[src/rtl/lsu_pkg.sv]
// lsu_pkg: shared types for the load/store memory stage.
// FSM state enum, funct3 encodings, error bundle, size legality helper.
package lsu_pkg;

  typedef enum logic [1:0] {
    S_IDLE,
    S_REQ,
    S_WAIT,
    S_RESP
  } lsu_state_t;

  localparam logic [2:0] F3_B  = 3'b000;
  localparam logic [2:0] F3_H  = 3'b001;
  localparam logic [2:0] F3_W  = 3'b010;
  localparam logic [2:0] F3_BU = 3'b100;
  localparam logic [2:0] F3_HU = 3'b101;

  typedef struct packed {
    logic misaligned;
    logic illegal;
    logic bus_err;
  } lsu_err_t;

  // Unsigned widths only exist for loads.
  function automatic logic size_legal(
    input logic [2:0] f,
    input logic       is_store
  );
    logic ok;
    case (f)
      F3_B, F3_H, F3_W: ok = 1'b1;
      F3_BU, F3_HU:     ok = !is_store;
      default:          ok = 1'b0;
    endcase
    return ok;
  endfunction

endpackage

[src/rtl/lsu_mem_stage_if.sv]
// lsu_mem_stage_if: data-memory request/grant/response bus.
// master = LSU side (drives req/we/addr/be/wdata), slave = memory side.
interface lsu_mem_stage_if;

  logic        dmem_req;
  logic        dmem_we;
  logic [31:0] dmem_addr;
  logic [3:0]  dmem_be;
  logic [31:0] dmem_wdata;
  logic        dmem_gnt;
  logic        dmem_rvalid;
  logic [31:0] dmem_rdata;

  modport master (
    output dmem_req,
    output dmem_we,
    output dmem_addr,
    output dmem_be,
    output dmem_wdata,
    input  dmem_gnt,
    input  dmem_rvalid,
    input  dmem_rdata
  );

  modport slave (
    input  dmem_req,
    input  dmem_we,
    input  dmem_addr,
    input  dmem_be,
    input  dmem_wdata,
    output dmem_gnt,
    output dmem_rvalid,
    output dmem_rdata
  );

endinterface

[src/rtl/lsu_align.sv]
// lsu_align: combinational lane steering for the LSU.
// in: fn3, off, store_data, rdata; out: be, wdata, load_data.
module lsu_align
  import lsu_pkg::*;
(
  input  logic [2:0]  fn3,
  input  logic [1:0]  off,
  input  logic [31:0] store_data,
  input  logic [31:0] rdata,
  output logic [3:0]  be,
  output logic [31:0] wdata,
  output logic [31:0] load_data
);

  logic [7:0]  lane_b;
  logic [15:0] lane_h;

  // Halves are only issued at offsets 0 or 2.
  assign lane_b = rdata[{off, 3'b000} +: 8];
  assign lane_h = rdata[{off[1], 4'b0000} +: 16];

  always_comb begin
    be    = 4'b1111;
    wdata = store_data;
    unique case (1'b1)
      fn3[1:0] == 2'b00: begin
        be    = 4'b0001 << off;
        wdata = {4{store_data[7:0]}};
      end
      fn3[1:0] == 2'b01: begin
        be    = 4'b0011 << off;
        wdata = {2{store_data[15:0]}};
      end
      default: ;
    endcase
  end

  always_comb begin
    load_data = rdata;
    unique case (1'b1)
      fn3 == F3_B:  load_data = {{24{lane_b[7]}}, lane_b};
      fn3 == F3_BU: load_data = {24'b0, lane_b};
      fn3 == F3_H:  load_data = {{16{lane_h[15]}}, lane_h};
      fn3 == F3_HU: load_data = {16'b0, lane_h};
      default: ;
    endcase
  end

endmodule

[src/rtl/lsu_mem_stage.sv]
// lsu_mem_stage: one data-memory access per start, with timeout.
// in: clk, rst_n, start, mem_read/write, fn3, addr, store_data;
// bus: dmem (master); out: busy, done, load_data, error flags.
module lsu_mem_stage
  import lsu_pkg::*;
#(
  parameter int TIMEOUT_CYCLES = 64
) (
  input  logic                   clk,
  input  logic                   rst_n,
  input  logic                   start,
  input  logic                   mem_read,
  input  logic                   mem_write,
  input  logic [2:0]             fn3,
  input  logic [31:0]            addr,
  input  logic [31:0]            store_data,
  lsu_mem_stage_if.master        dmem,
  output logic                   busy,
  output logic                   done,
  output logic [31:0]            load_data,
  output logic                   misaligned,
  output logic                   illegal,
  output logic                   bus_err
);

  localparam logic [9:0] TO_LAST =
    10'(TIMEOUT_CYCLES - 1);

  lsu_state_t state, state_nxt;

  logic        accept;
  logic        rw_bad;
  logic        mis_in;
  logic        in_xfer;
  logic        to_hit;
  logic [9:0]  cnt;

  logic [31:0] addr_q;
  logic [2:0]  fn3_q;
  logic [31:0] sd_q;
  logic        we_q;
  logic [31:0] ld_q;
  lsu_err_t    err_q;

  logic [3:0]  be_w;
  logic [31:0] wdata_w;
  logic [31:0] ext_w;

  logic        req_o;
  logic        done_o;

  assign accept  = (state == S_IDLE) & start
                 & (mem_read | mem_write);
  assign rw_bad  = (mem_read & mem_write)
                 | !size_legal(fn3, mem_write);
  assign mis_in  = ((fn3[1:0] == 2'b01) & addr[0])
                 | ((fn3[1:0] == 2'b10) & (|addr[1:0]));
  assign in_xfer = (state == S_REQ) | (state == S_WAIT);
  // Timeout wins over a gnt/rvalid landing on the last cycle.
  assign to_hit  = in_xfer & (cnt == TO_LAST);

  lsu_align u_align (
    .fn3        (fn3_q),
    .off        (addr_q[1:0]),
    .store_data (sd_q),
    .rdata      (dmem.dmem_rdata),
    .be         (be_w),
    .wdata      (wdata_w),
    .load_data  (ext_w)
  );

  always_ff @(posedge clk or negedge rst_n) begin
    if (!rst_n) state <= S_IDLE;
    else        state <= state_nxt;
  end

  always_comb begin
    state_nxt = state;
    unique case (state)
      S_IDLE: begin
        if (accept)
          state_nxt = (rw_bad | mis_in) ? S_RESP : S_REQ;
      end
      S_REQ: begin
        if (to_hit)             state_nxt = S_RESP;
        else if (dmem.dmem_gnt) state_nxt = S_WAIT;
      end
      S_WAIT: begin
        if (to_hit)                state_nxt = S_RESP;
        else if (dmem.dmem_rvalid) state_nxt = S_RESP;
      end
      S_RESP:  state_nxt = S_IDLE;
      default: state_nxt = S_IDLE;
    endcase
  end

  always_comb begin
    req_o  = 1'b0;
    done_o = 1'b0;
    unique case (state)
      S_REQ:   req_o  = 1'b1;
      S_RESP:  done_o = 1'b1;
      default: ;
    endcase
  end

  always_ff @(posedge clk or negedge rst_n) begin
    if (!rst_n) begin
      addr_q <= '0;
      fn3_q  <= '0;
      sd_q   <= '0;
      we_q   <= 1'b0;
      cnt    <= '0;
      ld_q   <= '0;
      err_q  <= '0;
    end else begin
      if (accept) begin
        addr_q <= addr;
        fn3_q  <= fn3;
        sd_q   <= store_data;
        we_q   <= mem_write;
        cnt    <= '0;
        if (rw_bad) begin
          err_q <= '{misaligned: 1'b0,
                     illegal:    1'b1,
                     bus_err:    1'b0};
        end else if (mis_in) begin
          err_q <= '{misaligned: 1'b1,
                     illegal:    1'b0,
                     bus_err:    1'b0};
        end
      end
      if (in_xfer) begin
        cnt <= cnt + 10'd1;
        if (to_hit) begin
          err_q <= '{misaligned: 1'b0,
                     illegal:    1'b0,
                     bus_err:    1'b1};
        end else if ((state == S_WAIT)
                     && dmem.dmem_rvalid) begin
          err_q <= '0;
          if (!we_q) ld_q <= ext_w;
        end
      end
    end
  end

  assign dmem.dmem_req   = req_o;
  assign dmem.dmem_we    = req_o & we_q;
  assign dmem.dmem_addr  = {addr_q[31:2], 2'b00};
  assign dmem.dmem_be    = req_o ? be_w : 4'b0000;
  assign dmem.dmem_wdata = wdata_w;

  // Stall goes up combinationally in the accepting cycle.
  assign busy       = rst_n & ((state != S_IDLE) | accept);
  assign done       = done_o;
  assign load_data  = ld_q;
  assign misaligned = err_q.misaligned;
  assign illegal    = err_q.illegal;
  assign bus_err    = err_q.bus_err;

endmodule

[src/flat_wrapper.sv]
// flat-port wrapper written by rule: the top's interface ports become plain ports
module lsu_mem_stage_flat import lsu_pkg::*;
#(
  parameter int TIMEOUT_CYCLES = 64
)
  (clk, rst_n, start, mem_read, mem_write, fn3, addr, store_data, busy, done, load_data, misaligned, illegal, bus_err, dmem_dmem_req, dmem_dmem_we, dmem_dmem_addr, dmem_dmem_be, dmem_dmem_wdata, dmem_dmem_gnt, dmem_dmem_rvalid, dmem_dmem_rdata);
  lsu_mem_stage_if dmem_i ();
  input  logic clk;
  input  logic rst_n;
  input  logic start;
  input  logic mem_read;
  input  logic mem_write;
  input  logic [2:0] fn3;
  input  logic [31:0] addr;
  input  logic [31:0] store_data;
  output logic busy;
  output logic done;
  output logic [31:0] load_data;
  output logic misaligned;
  output logic illegal;
  output logic bus_err;
  output wire logic [$bits(dmem_i.dmem_req)-1:0] dmem_dmem_req;
  output wire logic [$bits(dmem_i.dmem_we)-1:0] dmem_dmem_we;
  output wire logic [$bits(dmem_i.dmem_addr)-1:0] dmem_dmem_addr;
  output wire logic [$bits(dmem_i.dmem_be)-1:0] dmem_dmem_be;
  output wire logic [$bits(dmem_i.dmem_wdata)-1:0] dmem_dmem_wdata;
  input wire logic [$bits(dmem_i.dmem_gnt)-1:0] dmem_dmem_gnt;
  input wire logic [$bits(dmem_i.dmem_rvalid)-1:0] dmem_dmem_rvalid;
  input wire logic [$bits(dmem_i.dmem_rdata)-1:0] dmem_dmem_rdata;
  assign dmem_dmem_req = dmem_i.dmem_req;
  assign dmem_dmem_we = dmem_i.dmem_we;
  assign dmem_dmem_addr = dmem_i.dmem_addr;
  assign dmem_dmem_be = dmem_i.dmem_be;
  assign dmem_dmem_wdata = dmem_i.dmem_wdata;
  assign dmem_i.dmem_gnt = dmem_dmem_gnt;
  assign dmem_i.dmem_rvalid = dmem_dmem_rvalid;
  assign dmem_i.dmem_rdata = dmem_dmem_rdata;
  lsu_mem_stage #(.TIMEOUT_CYCLES(TIMEOUT_CYCLES)) u_core (.clk(clk), .rst_n(rst_n), .start(start), .mem_read(mem_read), .mem_write(mem_write), .fn3(fn3), .addr(addr), .store_data(store_data), .dmem(dmem_i), .busy(busy), .done(done), .load_data(load_data), .misaligned(misaligned), .illegal(illegal), .bus_err(bus_err));
endmodule
[config.mk]
export PLATFORM = sky130hd
export DESIGN_NAME = lsu_mem_stage_flat
export DESIGN_NICKNAME = d
export VERILOG_FILES = /design/src/rtl/lsu_pkg.sv /design/src/rtl/lsu_mem_stage_if.sv /design/src/rtl/lsu_align.sv /design/src/rtl/lsu_mem_stage.sv /design/src/flat_wrapper.sv
export SDC_FILE = /design/constraint.sdc
export NUM_CORES = 1
export LEC_CHECK = 0
export BUFFER_PORTS_ARGS = -buffer_cell sky130_fd_sc_hd__buf_4
export CAP_MARGIN = 10
export CORE_MARGIN = 3
export CORE_UTILIZATION = 35
export CTS_BUF_LIST = sky130_fd_sc_hd__clkbuf_8
export CTS_CLUSTER_SIZE = 40
export DETAILED_ROUTE_END_ITERATION = 16
export PLACE_DENSITY = 0.58
export SETUP_SLACK_MARGIN = 0.2
export SLEW_MARGIN = 10
export SYNTH_ARGS = -nofsm -noshare
export SYNTH_HDL_FRONTEND = slang
export SYNTH_SLANG_ARGS = --single-unit
[constraint.sdc]
create_clock -name clk -period 2.3 [get_ports clk]
set_input_delay 0.46 -clock clk [delete_from_list [all_inputs] [get_ports clk]]
set_output_delay 0.46 -clock clk [all_outputs]
set_load 0.05 [all_outputs]
[Yosys cells after proc, flatten, opt, wreduce, memory -nomap -nowiden]
Cells that the tools add are included.
Word-level totals
  output and inout port bits: 107
  bits in registers: 115
  word-level logic and storage cells: 84
  input port bits: 106
Operators by class
  bitwise gates (word level): 16
  reductions and logical operators: 14
  shift operators: 4
  add/subtract/negate cells: 1
  eq/ne operators: 17
  muxes and demuxes: 22
Operator list (number)
  $pmux 32 s4: 1
  $pmux 32 s2: 1
  $shiftx 32x6->16: 1
  $shiftx 32x6->8: 1
  $mux 10: 2
  $mux 3: 6
  $eq 3x3->1 const B: 4
  $mux 2: 6
  $add 10x1->10 const B: 1
  $eq 10x6->1 const B: 1
  $and 1x1->1: 8
  $pmux 2 s4: 1
  $pmux 4 s2: 1
  $eq 2x1->1 const B: 3
  $eq 2x2->1 const B: 3
  $eq 3x1->1 const B: 2
  $logic_not 3->1: 2
  $ne 3x2->1 const B: 2
  $or 1x1->1: 6
  $logic_not 2->1: 2
  $mux 4: 1
  $reduce_and 4->1: 1
  $reduce_bool 2->1: 2
  $reduce_or 2->1: 2
  other kinds (11): 14

[Depth between registers and ports, before layout]
Gate-level depths: netlist of run 1.
  word-level depth: 10
  mapped depth: 8
  depth with buffers taken out: 6

[By module]
A second synthesis of run 1 with hierarchy kept.
Second synthesis, totals
  cell total of the unflattened synthesis: 698
  area total of the unflattened synthesis: 6349.8 µm²
Modules (own cells, without submodules)
  lsu_mem_stage: cells an instance 491, instances 1, sequential area each 2877.8 µm², area each 5059.9 µm²
  lsu_align: cells an instance 207, instances 1, sequential area each 0.0 µm², area each 1290.0 µm²

[Worst setup path after synthesis of run 1]
Ideal clock, no wire load.
  path kind: register -> output
  from: reg u_core.state[1]
  to: out dmem_dmem_be[2]
  data arrival time: 2.275 ns
  path slack: -0.435 ns
  required time: 1.840 ns
  stages on the path, launching flop included: 4
  path through: dfrtp_1 inv_1 ha_1 a21boi_0
Between the ends
  word-level cells in the longest chain between the ends: 3
RTL lines
  from (decl): RTL line lsu_mem_stage.sv:29  | lsu_state_t state, state_nxt;
  from (signal assigned): RTL line lsu_mem_stage.sv:74  | else state <= state_nxt;
  $eq 2x1->1: RTL line lsu_mem_stage.sv:100  | unique case (state)
  $mux 1: RTL line lsu_mem_stage.sv:100
  net dmem_dmem_req: RTL line flat_wrapper.sv:22  | output wire logic [$bits(dmem_i.dmem_req)-1:0] dmem_dmem_req;
  $mux 4: RTL line lsu_mem_stage.sv:151  | assign dmem.dmem_be = req_o ? be_w : 4'b0000;
  to (decl): RTL line flat_wrapper.sv:25  | output wire logic [$bits(dmem_i.dmem_be)-1:0] dmem_dmem_be;
The timed path passes the listed nets, and every way through them passes these cells.

[Final worst setup path of run 1]
  from: reg u_core.fn3_q[0]
  to: out dmem_dmem_wdata[12]
Between the ends
  word-level cells in the longest chain between the ends: 2
RTL lines
  from (decl): RTL line lsu_mem_stage.sv:39  | logic [2:0] fn3_q;
  from (signal assigned): RTL line lsu_mem_stage.sv:119  | fn3_q <= fn3;
  $eq 2x1->1 or $logic_not 2->1 (tied branches): RTL line lsu_align.sv:30, lsu_align.sv:26
  $pmux 32 s2 *: RTL line lsu_align.sv:25  | unique case (1'b1)
  to (decl): RTL line flat_wrapper.sv:26  | output wire logic [$bits(dmem_i.dmem_wdata)-1:0] dmem_dmem_wdata;
Mark *: on every way between the ends. The rest lies on a longest branch, timed or not.

==> summary.md, run 1 <==
| Metric | Value |
|---|---|
| Synthesized area per cell | `11.0 sq um` |
| First-pass GRT wire length | `25,800 microns` |
| Final hold vios | `0` |
| Most frequent cells in the layout | `buf_4, dfrtp_1, mux2_2` |
| Synth warn | `0` |
| Setup TNS | `0 ns` |
| Top_reg_cell synth | `dfrtp_1` |
| Area leader, netlist | `dfrtp_1` |
| Core area | `16,200 sq um` |
| Worst path top cell family by delay | `flip-flops` |
| Period Utilization, post-route | `0.921` |
| Die X-Extent | `136 microns` |
| Worst EP arrival | `1.66 ns` |
| Final Net Count | `832` |
| DR iter-0 viols | `380` |
| Synthesized area | `5930 sq um` |
| Crit start category | `flip-flop` |
| Type of the most critical hold path | `in -> async` |
| Crit-path max FO | `8` |
| Cell Chain, Critical Path | `nor2_4, buf_12, mux2_4, buf_8` |
| Pins over their slew limit | `0` |
| CTS max path bufs | `2` |
| Status | `completed` |
| Final-report setup violation count | `0` |
| Worst Skew | `0.0109 ns` |
| FP Rows | `46` |
| PortBufs | `210` |
| Vias in the first global route | `4,963` |
| WP buf/inv | `2` |
| # IOs | `213` |
| Post-route minimum period | `2.12 ns` |
| Largest net degree at the start of global routing | `116` |
| Num CTS Buffers | `17` |
| Max_cap viols | `0` |
| DR WL/cell | `17.3 microns` |
| Remaining routing DRC violations | `0` |
| Leading post-synthesis cells by cell area | `dfrtp_1, mux2_2, buf_4` |
| Yosys cell types | `49` |
| Post-Synthesis Cells | `539` |
| Worst-skew pair later-pin latency | `0.43 ns` |
| Most common cell after layout, fill and taps aside | `buf_4` |
| Ys async rst share | `1.00` |
| TritonRoute pass-1 iters | `5` |
| Vias per cell | `5.07` |
| Htree depth | `4` |
| Post-DP HPWL | `12,000 microns` |
| CP required | `1.84 ns` |
| Relative max-transition margin | `0.505` |
| Clock slew at reported path FFs | `0.06 ns` |
| Post-DRT Antenna Nets | `0` |
| Max Fclk | `472 MHz` |
| GRT Util Overall | `0.177` |
| Slowest CP cell | `dfrtp_2` |
| WL final | `16,400 microns` |
| Gr ovfl total | `0` |
| Worst Tran Pin Value | `0.743 ns` |
| CTS sink count | `115` |
| Die Span Y | `136 microns` |
| Post-synth top area share | `0.485` |
| Layout area overhead | `38.5%` |
| Worst Setup Path Type | `reg -> out` |
| Post-synth EDFFs | `0` |
| Share of layout cells above drive strength 1 | `0.524` |
| CTS tree | `done` |
| Vias | `4,810` |
| Gpl congestion | `0.886` |
| RSZ-0062 raised after global routing | `true` |
| Hold bufs inserted after CTS | `0` |
| Initial core utilization | `0.366` |
| Worst setup EP type | `output port` |
| Clock Tree Root | `clkbuf_8` |
| Die area | `18,600 sq um` |
| Initial antenna violation count | `0` |
| Diodes inserted | `0` |
| Register bit total from synthesis | `115` |
| Largest stage delay on the critical path | `0.45 ns` |
| Seq/Total Area, Yosys | `0.485` |
through the flow:
stage	hold slack (ns)	cell area [sq um]	util	worst slack, ns	instances
floorplan	0.164	5970	-	0.0776	540
global placement	0.474	7550	0.465	0.238	911
detailed placement	0.487	7550	0.465	0.108	911
CTS	0.165	8130	0.501	0.137	947
global route	0.148	8220	0.506	0.0906	949
finish	0.0598	8220	0.506	0.183	949
layout make-up:
class                   count  area [sq um]
clock buffers              22           303
inverters                  11          41.3
flip-flops and latches    115          2880
clock inverters            10           106
multi-input cells         340          2670
well taps                 216           270
fillers                  1478          8020
repair buffers            235          1940
metal layers:
| layer | track usage | up-vias | routed length, microns | part of all wire |
|---|---|---|---|---|
| met3 | 0.0551 | 20 | 1240 | 0.076 |
| met4 | 0.0577 | 0 | 287 | 0.017 |
| met5 | 0 | - | 0 | 0 |
| met2 | 0.278 | 186 | 7970 | 0.48 |
| li1 | - | 2259 | - | - |
| met1 | 0.232 | 2345 | 6930 | 0.42 |
worst paths after layout:
kind / slack, ns / end / depth (start not counted) / startpoint
setup / recovery: 0.18 / dmem_dmem_wdata[12] / 4 / u_core.fn3_q[0]
hold / removal: 0.06 / u_core.fn3_q[1] / 2 / rst_n
setup reg to reg: 0.29 / u_core.load_data[31] / 4 / u_core.addr_q[0]
hold reg to reg: 0.50 / u_core.cnt[9] / 1 / u_core.cnt[9]
max in group asynchronous: 1.61 / u_core.cnt[8] / 2 / rst_n
min in group clk: 0.26 / u_core.addr_q[20] / 2 / addr[20]
logic make-up after synthesis:
| kind of cell | share of synthesized area |
|---|---|
| AND/OR/NAND/NOR | 0.0932 |
| flip-flops | 0.485 |
| AO/OA/AOI/OAI | 0.123 |
| multiplexers | 0.199 |
| buffers and inverters | 0.0848 |
| adder cells (fa/ha/maj) | 0.0127 |
| other | 0.000632 |
| XOR/XNOR | 0.00148 |
Yosys cell counts, types with 2 or more instances:
| cell type | count |
|---|---|
| nand3_1 | 8 |
| nor2b_1 | 9 |
| o21ai_0 | 28 |
| and3_1 | 5 |
| nor4_1 | 2 |
| mux2_2 | 93 |
| clkbuf_1 | 16 |
| a21boi_0 | 2 |
| nor2_1 | 37 |
| nand4_1 | 2 |
| inv_1 | 11 |
| a32o_1 | 7 |
| o21a_1 | 3 |
| buf_2 | 15 |
| a31oi_1 | 25 |
| buf_4 | 40 |
| a21oi_1 | 12 |
| and2_1 | 4 |
| o211ai_1 | 4 |
| mux2i_1 | 11 |
| nand2b_1 | 2 |
| dfrtp_1 | 115 |
| nor3_1 | 2 |
| a211oi_1 | 9 |
| a222oi_1 | 6 |
| o22ai_1 | 2 |
| o31ai_1 | 2 |
| ha_1 | 6 |
| nand2_1 | 40 |
| buf_6 | 2 |
sequential cells by signal (all words and copies together) (netlist names):
register / flops
u_core.addr_q: 32
u_core.fn3_q: 3
u_core.misaligned: 1
u_core.we_q: 1
u_core.state: 2
u_core.cnt: 10
u_core.illegal: 1
u_core.load_data: 32
u_core.bus_err: 1
u_core.sd_q: 32
repair_timing:
action	4_1_cts	5_1_grt
resized for setup	39	14
pin swaps	1	1
endpoints found under the setup margin	52	42
cloned	0	0
setup buffers	4	2
Power of run 1 is left out: the tool's default activity adds up to more than one toggle a clock period on the data nets, which glitch-free logic cannot reach.
==> inputs of run 2 (changes only) <==
--- a/config.mk
+++ b/config.mk
@@ -13,6 +13,7 @@
 export CTS_CLUSTER_SIZE = 40
 export DETAILED_ROUTE_END_ITERATION = 16
 export PLACE_DENSITY = 0.58
+export REMOVE_ABC_BUFFERS = 1
 export SETUP_SLACK_MARGIN = 0.2
 export SLEW_MARGIN = 10
 export SYNTH_ARGS = -nofsm -noshare
==> run 2 against run 1 <==
  * Sequential share of layout area is 0.72 points lower
  * Wire length is 6.7% higher
  * Via count is 1.1% higher
==> summary.md, run 2 (synthesis gave the netlist of run 1 again) <==
| Metric | Value |
|---|---|
| Worst-skew pair later-pin latency | `0.44 ns (was 0.43 ns)` |
| Largest net degree at the start of global routing | `116 (unchanged)` |
| Post-DRT Antenna Nets | `0 (unchanged)` |
| DR iter-0 viols | `287 (was 380)` |
| Worst reg2reg path endpoint | `u_core.load_data[24] (was u_core.load_data[31])` |
| Setup TNS | `0 ns (unchanged)` |
| Crit path from | `u_core.addr_q[1] (was u_core.fn3_q[0])` |
| Pins over their slew limit | `0 (unchanged)` |
| Relative max-transition margin | `0.575 (was 0.505)` |
| GRT Util Overall | `0.181 (was 0.177)` |
| Final non-filler cell total | `958 (was 949)` |
| Post-route minimum period | `2.17 ns (was 2.12 ns)` |
| Worst Tran Pin Value | `0.638 ns (was 0.743 ns)` |
| Worst-case reg-to-reg path depth | `7 (was 4)` |
| Post-Place Cells | `907 (was 911)` |
| Clock slew at reported path FFs | `0.07 ns (was 0.06 ns)` |
| TritonRoute pass-1 iters | `4 (was 5)` |
| Post-DP HPWL | `11,700 microns (was 12,000 microns)` |
| WL final | `17,500 microns (was 16,400 microns)` |
| Final Net Count | `841 (was 832)` |
| Initial antenna violation count | `0 (unchanged)` |
| Worst Skew | `0.00891 ns (was 0.0109 ns)` |
| Worst Setup Path Type | `reg -> out (unchanged)` |
| Worst EP arrival | `1.71 ns (was 1.66 ns)` |
| Die X-Extent | `136 microns (unchanged)` |
| Worst Setup EP | `dmem_dmem_be[2] (was dmem_dmem_wdata[12])` |
| Remaining routing DRC violations | `0 (unchanged)` |
| Vias | `4,862 (was 4,810)` |
| Worst setup margin | `0.134 ns (was 0.183 ns)` |
| Gr ovfl total | `0 (unchanged)` |
| Status | `completed (unchanged)` |
| Crit start category | `flip-flop (unchanged)` |
| Max_cap viols | `0 (unchanged)` |
| Type of the most critical hold path | `in -> async (unchanged)` |
| Vias in the first global route | `4,940 (was 4,963)` |
| Filler cells | `1,453 (was 1,478)` |
| Most common cell after layout, fill and taps aside | `buf_4 (unchanged)` |
| Share of layout cells above drive strength 1 | `0.522 (was 0.524)` |
| Die Span Y | `136 microns (unchanged)` |
| Core area | `16,200 sq um (unchanged)` |
| DR WL/cell | `18.3 microns (was 17.3 microns)` |
| PortBufs | `210 (unchanged)` |
| Layout area overhead | `41.4% (was 38.5%)` |
| Hold bufs inserted after CTS | `0 (unchanged)` |
| FP Rows | `46 (unchanged)` |
| Period Utilization, post-route | `0.942 (was 0.921)` |
| # IOs | `213 (unchanged)` |
| CTS tree | `done (unchanged)` |
| CTS sink count | `115 (unchanged)` |
| Worst setup EP type | `output port (unchanged)` |
| Vias per cell | `5.08 (was 5.07)` |
| Num CTS Buffers | `17 (unchanged)` |
| Max Fclk | `462 MHz (was 472 MHz)` |
| Final hold vios | `0 (unchanged)` |
| Final-report setup violation count | `0 (unchanged)` |
| RSZ-0062 raised after global routing | `true (unchanged)` |
| Diodes inserted | `0 (unchanged)` |
| Crit-path max FO | `20 (was 8)` |
| Gpl congestion | `0.793 (was 0.886)` |
| Die area | `18,600 sq um (unchanged)` |
| Initial core utilization | `0.366 (unchanged)` |
| Post-layout util | `0.517 (was 0.506)` |
| CP required | `1.84 ns (about the same)` |
| Clock Tree Root | `clkbuf_8 (unchanged)` |
| Slack of the worst reg-to-reg path | `0.36 ns (was 0.29 ns)` |
| CTS max path bufs | `2 (unchanged)` |
| First-pass GRT wire length | `26,100 microns (was 25,800 microns)` |
| Most frequent cells in the layout | `buf_4, dfrtp_1, mux2_2 (unchanged)` |
| Htree depth | `4 (unchanged)` |
| Worst r2r src | `u_core.state[0] (was u_core.addr_q[0])` |
| DP Worst Slack | `0.133 ns (was 0.108 ns)` |
-- run 2: worst min path at each step --
stage | to | slack (ns) | cells after the start
floorplan | u_core.addr_q[0] | 0.16 | 0
global placement | u_core.cnt[9] | 0.48 | 1
detailed placement | u_core.cnt[9] | 0.48 | 1
CTS | u_core.load_data[19] | 0.13 | 2
global route | u_core.load_data[19] | 0.13 | 2
finish | u_core.load_data[19] | 0.10 | 2
-- run 2: cell type report --
| class | count | area, sq um | share of cell area |
|---|---|---|---|
| inverter | 11 | 43.8 | 0.00522 |
| timing repair buffer | 244 | 2110 | 0.251 |
| clock buffer | 17 | 234 | 0.0279 |
| tap | 216 | 270 | 0.0322 |
| sequential | 115 | 2880 | 0.343 |
| multi-input combinational | 340 | 2640 | 0.314 |
| clock inverter | 15 | 216 | 0.0258 |
-- run 2: repair_timing --
item	4_1_cts	5_1_grt
setup endpoints to repair	31	48
cloned	1	4
pin swaps	2	3
resized for setup	37	33
setup buffers	7	7
-- run 2: per-stage QoR --
stage,hold slack [ns],cell area (sq um)
floorplan,0.164,5480
global placement,0.479,7490
detailed placement,0.483,7490
CTS,0.134,8110
global route,0.131,8390
finish,0.103,8390
-- run 2: critical path, cell delays in order (launching register included) --
cell and delay (ns):
dfrtp_1 0.42, buf_6 0.19, nor2b_2 0.13, mux2i_1 0.08, a21boi_1 0.22, buf_4 0.24
-- run 2: metal layers --
metal / routed length, microns / GRT usage / up-vias
met2: 8020 / 0.278 / 240
met5: 0 / 0 / -
met3: 2020 / 0.0877 / 7
met1: 7370 / 0.229 / 2340
li1: - / - / 2275
met4: 104 / 0.0470 / 0
Power of run 2 is left out for the same reason.
==> inputs of run 3 (changes only) <==
--- a/config.mk
+++ b/config.mk
@@ -12,6 +12,7 @@
 export CTS_BUF_LIST = sky130_fd_sc_hd__clkbuf_8
 export CTS_CLUSTER_SIZE = 40
 export DETAILED_ROUTE_END_ITERATION = 16
+export GPL_TIMING_DRIVEN = 1
 export PLACE_DENSITY = 0.58
 export REMOVE_ABC_BUFFERS = 1
 export SETUP_SLACK_MARGIN = 0.2
==> constraint.sdc (replaced) <==
create_clock -name clk -period 2.27 [get_ports clk]
set_input_delay 0.454 -clock clk [delete_from_list [all_inputs] [get_ports clk]]
set_output_delay 0.454 -clock clk [all_outputs]
set_load 0.05 [all_outputs]
==> run 3 against run 2 <==
  * Worst hold slack better by 0.0069 ns
  * First-iteration DRC count rose by 3.8%
  * Via count about the same
  * Register-to-register slack better by 0.02 ns
  * Non-clock buffer count grew 5
  * Die area unchanged
  * Clock-buffer cell count up 3
==> summary.md, run 3 (synthesis gave the netlist of run 1 again) <==
| Metric | Value |
|---|---|
| Status | `completed (unchanged)` |
| Htree depth | `4 (unchanged)` |
| Crit-path max FO | `6 (was 20)` |
| Post-DRT Antenna Nets | `0 (unchanged)` |
| Crit start category | `flip-flop (unchanged)` |
| GRT Util Overall | `0.182 (was 0.181)` |
| FP Rows | `46 (unchanged)` |
| CTS max path bufs | `2 (unchanged)` |
| Initial antenna violation count | `0 (unchanged)` |
| Fin Hold WS | `0.109 ns (was 0.103 ns)` |
| Post-DP HPWL | `11,800 microns (was 11,700 microns)` |
| Post-route cell area | `8460 sq um (was 8390 sq um)` |
| Worst reg2reg path endpoint | `u_core.load_data[27] (was u_core.load_data[24])` |
| Gr ovfl total | `0 (unchanged)` |
| Worst-case reg-to-reg path depth | `6 (was 7)` |
| Slowest CP cell | `dfrtp_2 (was dfrtp_1)` |
| Final Net Count | `846 (was 841)` |
| Worst Setup Path Type | `reg -> out (unchanged)` |
| Levels on crit path | `4 (was 5)` |
| Cell Chain, Critical Path | `nor2_4, buf_8, mux2_4, buf_8 (was buf_6, nor2b_2, mux2i_1, a21boi_1, buf_4)` |
| Diodes inserted | `0 (unchanged)` |
| Vias | `4,863 (was 4,862)` |
| Slack of the worst reg-to-reg path | `0.38 ns (was 0.36 ns)` |
| Largest stage delay on the critical path | `0.45 ns (was 0.42 ns)` |
| Clock slew at reported path FFs | `0.07 ns (about the same)` |
| Largest net degree at the start of global routing | `116 (unchanged)` |
| Most frequent cells in the layout | `buf_4, dfrtp_1, mux2_2 (unchanged)` |
| Share of layout cells above drive strength 1 | `0.526 (was 0.522)` |
| Cell Area, Placed | `7540 sq um (was 7490 sq um)` |
| CTS sink count | `115 (unchanged)` |
| Die Span Y | `136 microns (unchanged)` |
| Die X-Extent | `136 microns (unchanged)` |
| CTS tree | `done (unchanged)` |
| Worst Tran Pin Value | `0.641 ns (was 0.638 ns)` |
| Relative max-transition margin | `0.573 (was 0.575)` |
| Max Fclk | `467 MHz` |
| Worst setup EP type | `output port (unchanged)` |
| Num CTS Buffers | `17 (unchanged)` |
| WL final | `17,200 microns (was 17,500 microns)` |
| Most common cell after layout, fill and taps aside | `buf_4 (unchanged)` |
| Worst-skew pair later-pin latency | `0.45 ns (was 0.44 ns)` |
| Gpl congestion | `0.807 (was 0.793)` |
| Worst EP arrival | `1.69 ns (was 1.71 ns)` |
| Die area | `18,600 sq um (unchanged)` |
| Final-report setup violation count | `0 (unchanged)` |
| Clock Tree Root | `clkbuf_8 (unchanged)` |
| PortBufs | `210 (unchanged)` |
| Period Utilization, post-route | `0.943` |
| Initial core utilization | `0.366 (unchanged)` |
| Worst path top cell family by delay | `flip-flops (was buffers and inverters)` |
| DR WL/cell | `17.9 microns (was 18.3 microns)` |
| RSZ-0062 raised after global routing | `true (unchanged)` |
| Pins over their slew limit | `0 (unchanged)` |
| Vias in the first global route | `5,002 (was 4,940)` |
| Worst Skew | `0.0120 ns (was 0.00891 ns)` |
| DR iter-0 viols | `298 (was 287)` |
| Final hold vios | `0 (unchanged)` |
| First-pass GRT wire length | `26,400 microns (was 26,100 microns)` |
| TritonRoute pass-1 iters | `5 (was 4)` |
| Post-route minimum period | `2.14 ns` |
| Worst r2r src | `u_core.addr_q[1] (was u_core.state[0])` |
| # IOs | `213 (unchanged)` |
| Setup TNS | `0 ns (unchanged)` |
| Remaining routing DRC violations | `0 (unchanged)` |
| WP buf/inv | `2 (unchanged)` |
| Type of the most critical hold path | `in -> async (unchanged)` |
| Vias per cell | `5.05 (was 5.08)` |
| Hold bufs inserted after CTS | `0 (unchanged)` |
| Max_cap viols | `0 (unchanged)` |
| CP required | `1.82 ns (was 1.84 ns)` |
| Core area | `16,200 sq um (unchanged)` |
| CP most frequent cell | `buf_8` |
| Layout area overhead | `42.7% (was 41.4%)` |
==> run 3: changes by cell type in the layout (fill, tap and decap cells not counted), moves of 3 or more <==
cell      previous run  this run
buf_6               16        13
buf_8                8        14
clkbuf_8            17        20
mux2_2              84        81
mux2_4               9        12
==> run 3: worst max path at each step <==
stage / from / endpoint / slack (ns)
finish: u_core.fn3_q[0] / dmem_dmem_wdata[11] / 0.13
CTS: u_core.fn3_q[0] / dmem_dmem_wdata[11] / 0.09
floorplan: mem_write / u_core.illegal / -2.38
global placement: dmem_dmem_rdata[31] / u_core.load_data[20] / 0.18
global route: u_core.addr_q[1] / dmem_dmem_be[2] / 0.04
detailed placement: dmem_dmem_rdata[31] / u_core.load_data[20] / 0.14
==> run 3: cell type report <==
class,count,area (sq um)
Fill cell,1490,7770
Sequential cell,115,2880
Multi-Input combinational cell,340,2650
Timing Repair Buffer,249,2190
Clock buffer,20,275
Tap cell,216,270
Clock inverter,12,155
Inverter,11,41.3
==> run 3: per-layer routing <==
layer / GRT usage / routed length [microns] / up-vias
met4: 0.0476 / 187 / 0
met2: 0.279 / 7800 / 224
met3: 0.0918 / 2040 / 18
met5: 0 / 0 / -
li1: - / - / 2281
met1: 0.228 / 7200 / 2340
==> run 3: repair_timing <==
item | in CTS | in global routing
buffers inserted | 6 | 9
gates resized for setup | 53 | 29
cloned | 1 | 3
endpoints found under the setup margin | 31 | 45
pin swaps | 2 | 2
==> run 3: per-stage QoR <==
stage	utilization	worst slack, ns	instances
finish	0.522	0.130	963
global route	0.522	0.0405	963
detailed placement	0.464	0.136	912
global placement	0.464	0.181	912
CTS	0.504	0.0909	951
floorplan	-	-2.38	466
==> run 3: worst register-to-register path, cell delays in order, from the launching register on <==
cell and delay [ns]:
dfrtp_1 0.38, buf_4 0.13, mux4_2 0.49, and3_1 0.33, a21oi_4 0.21, buf_4 0.16
a31oi_1 0.07
Power of run 3 is left out for the same reason.
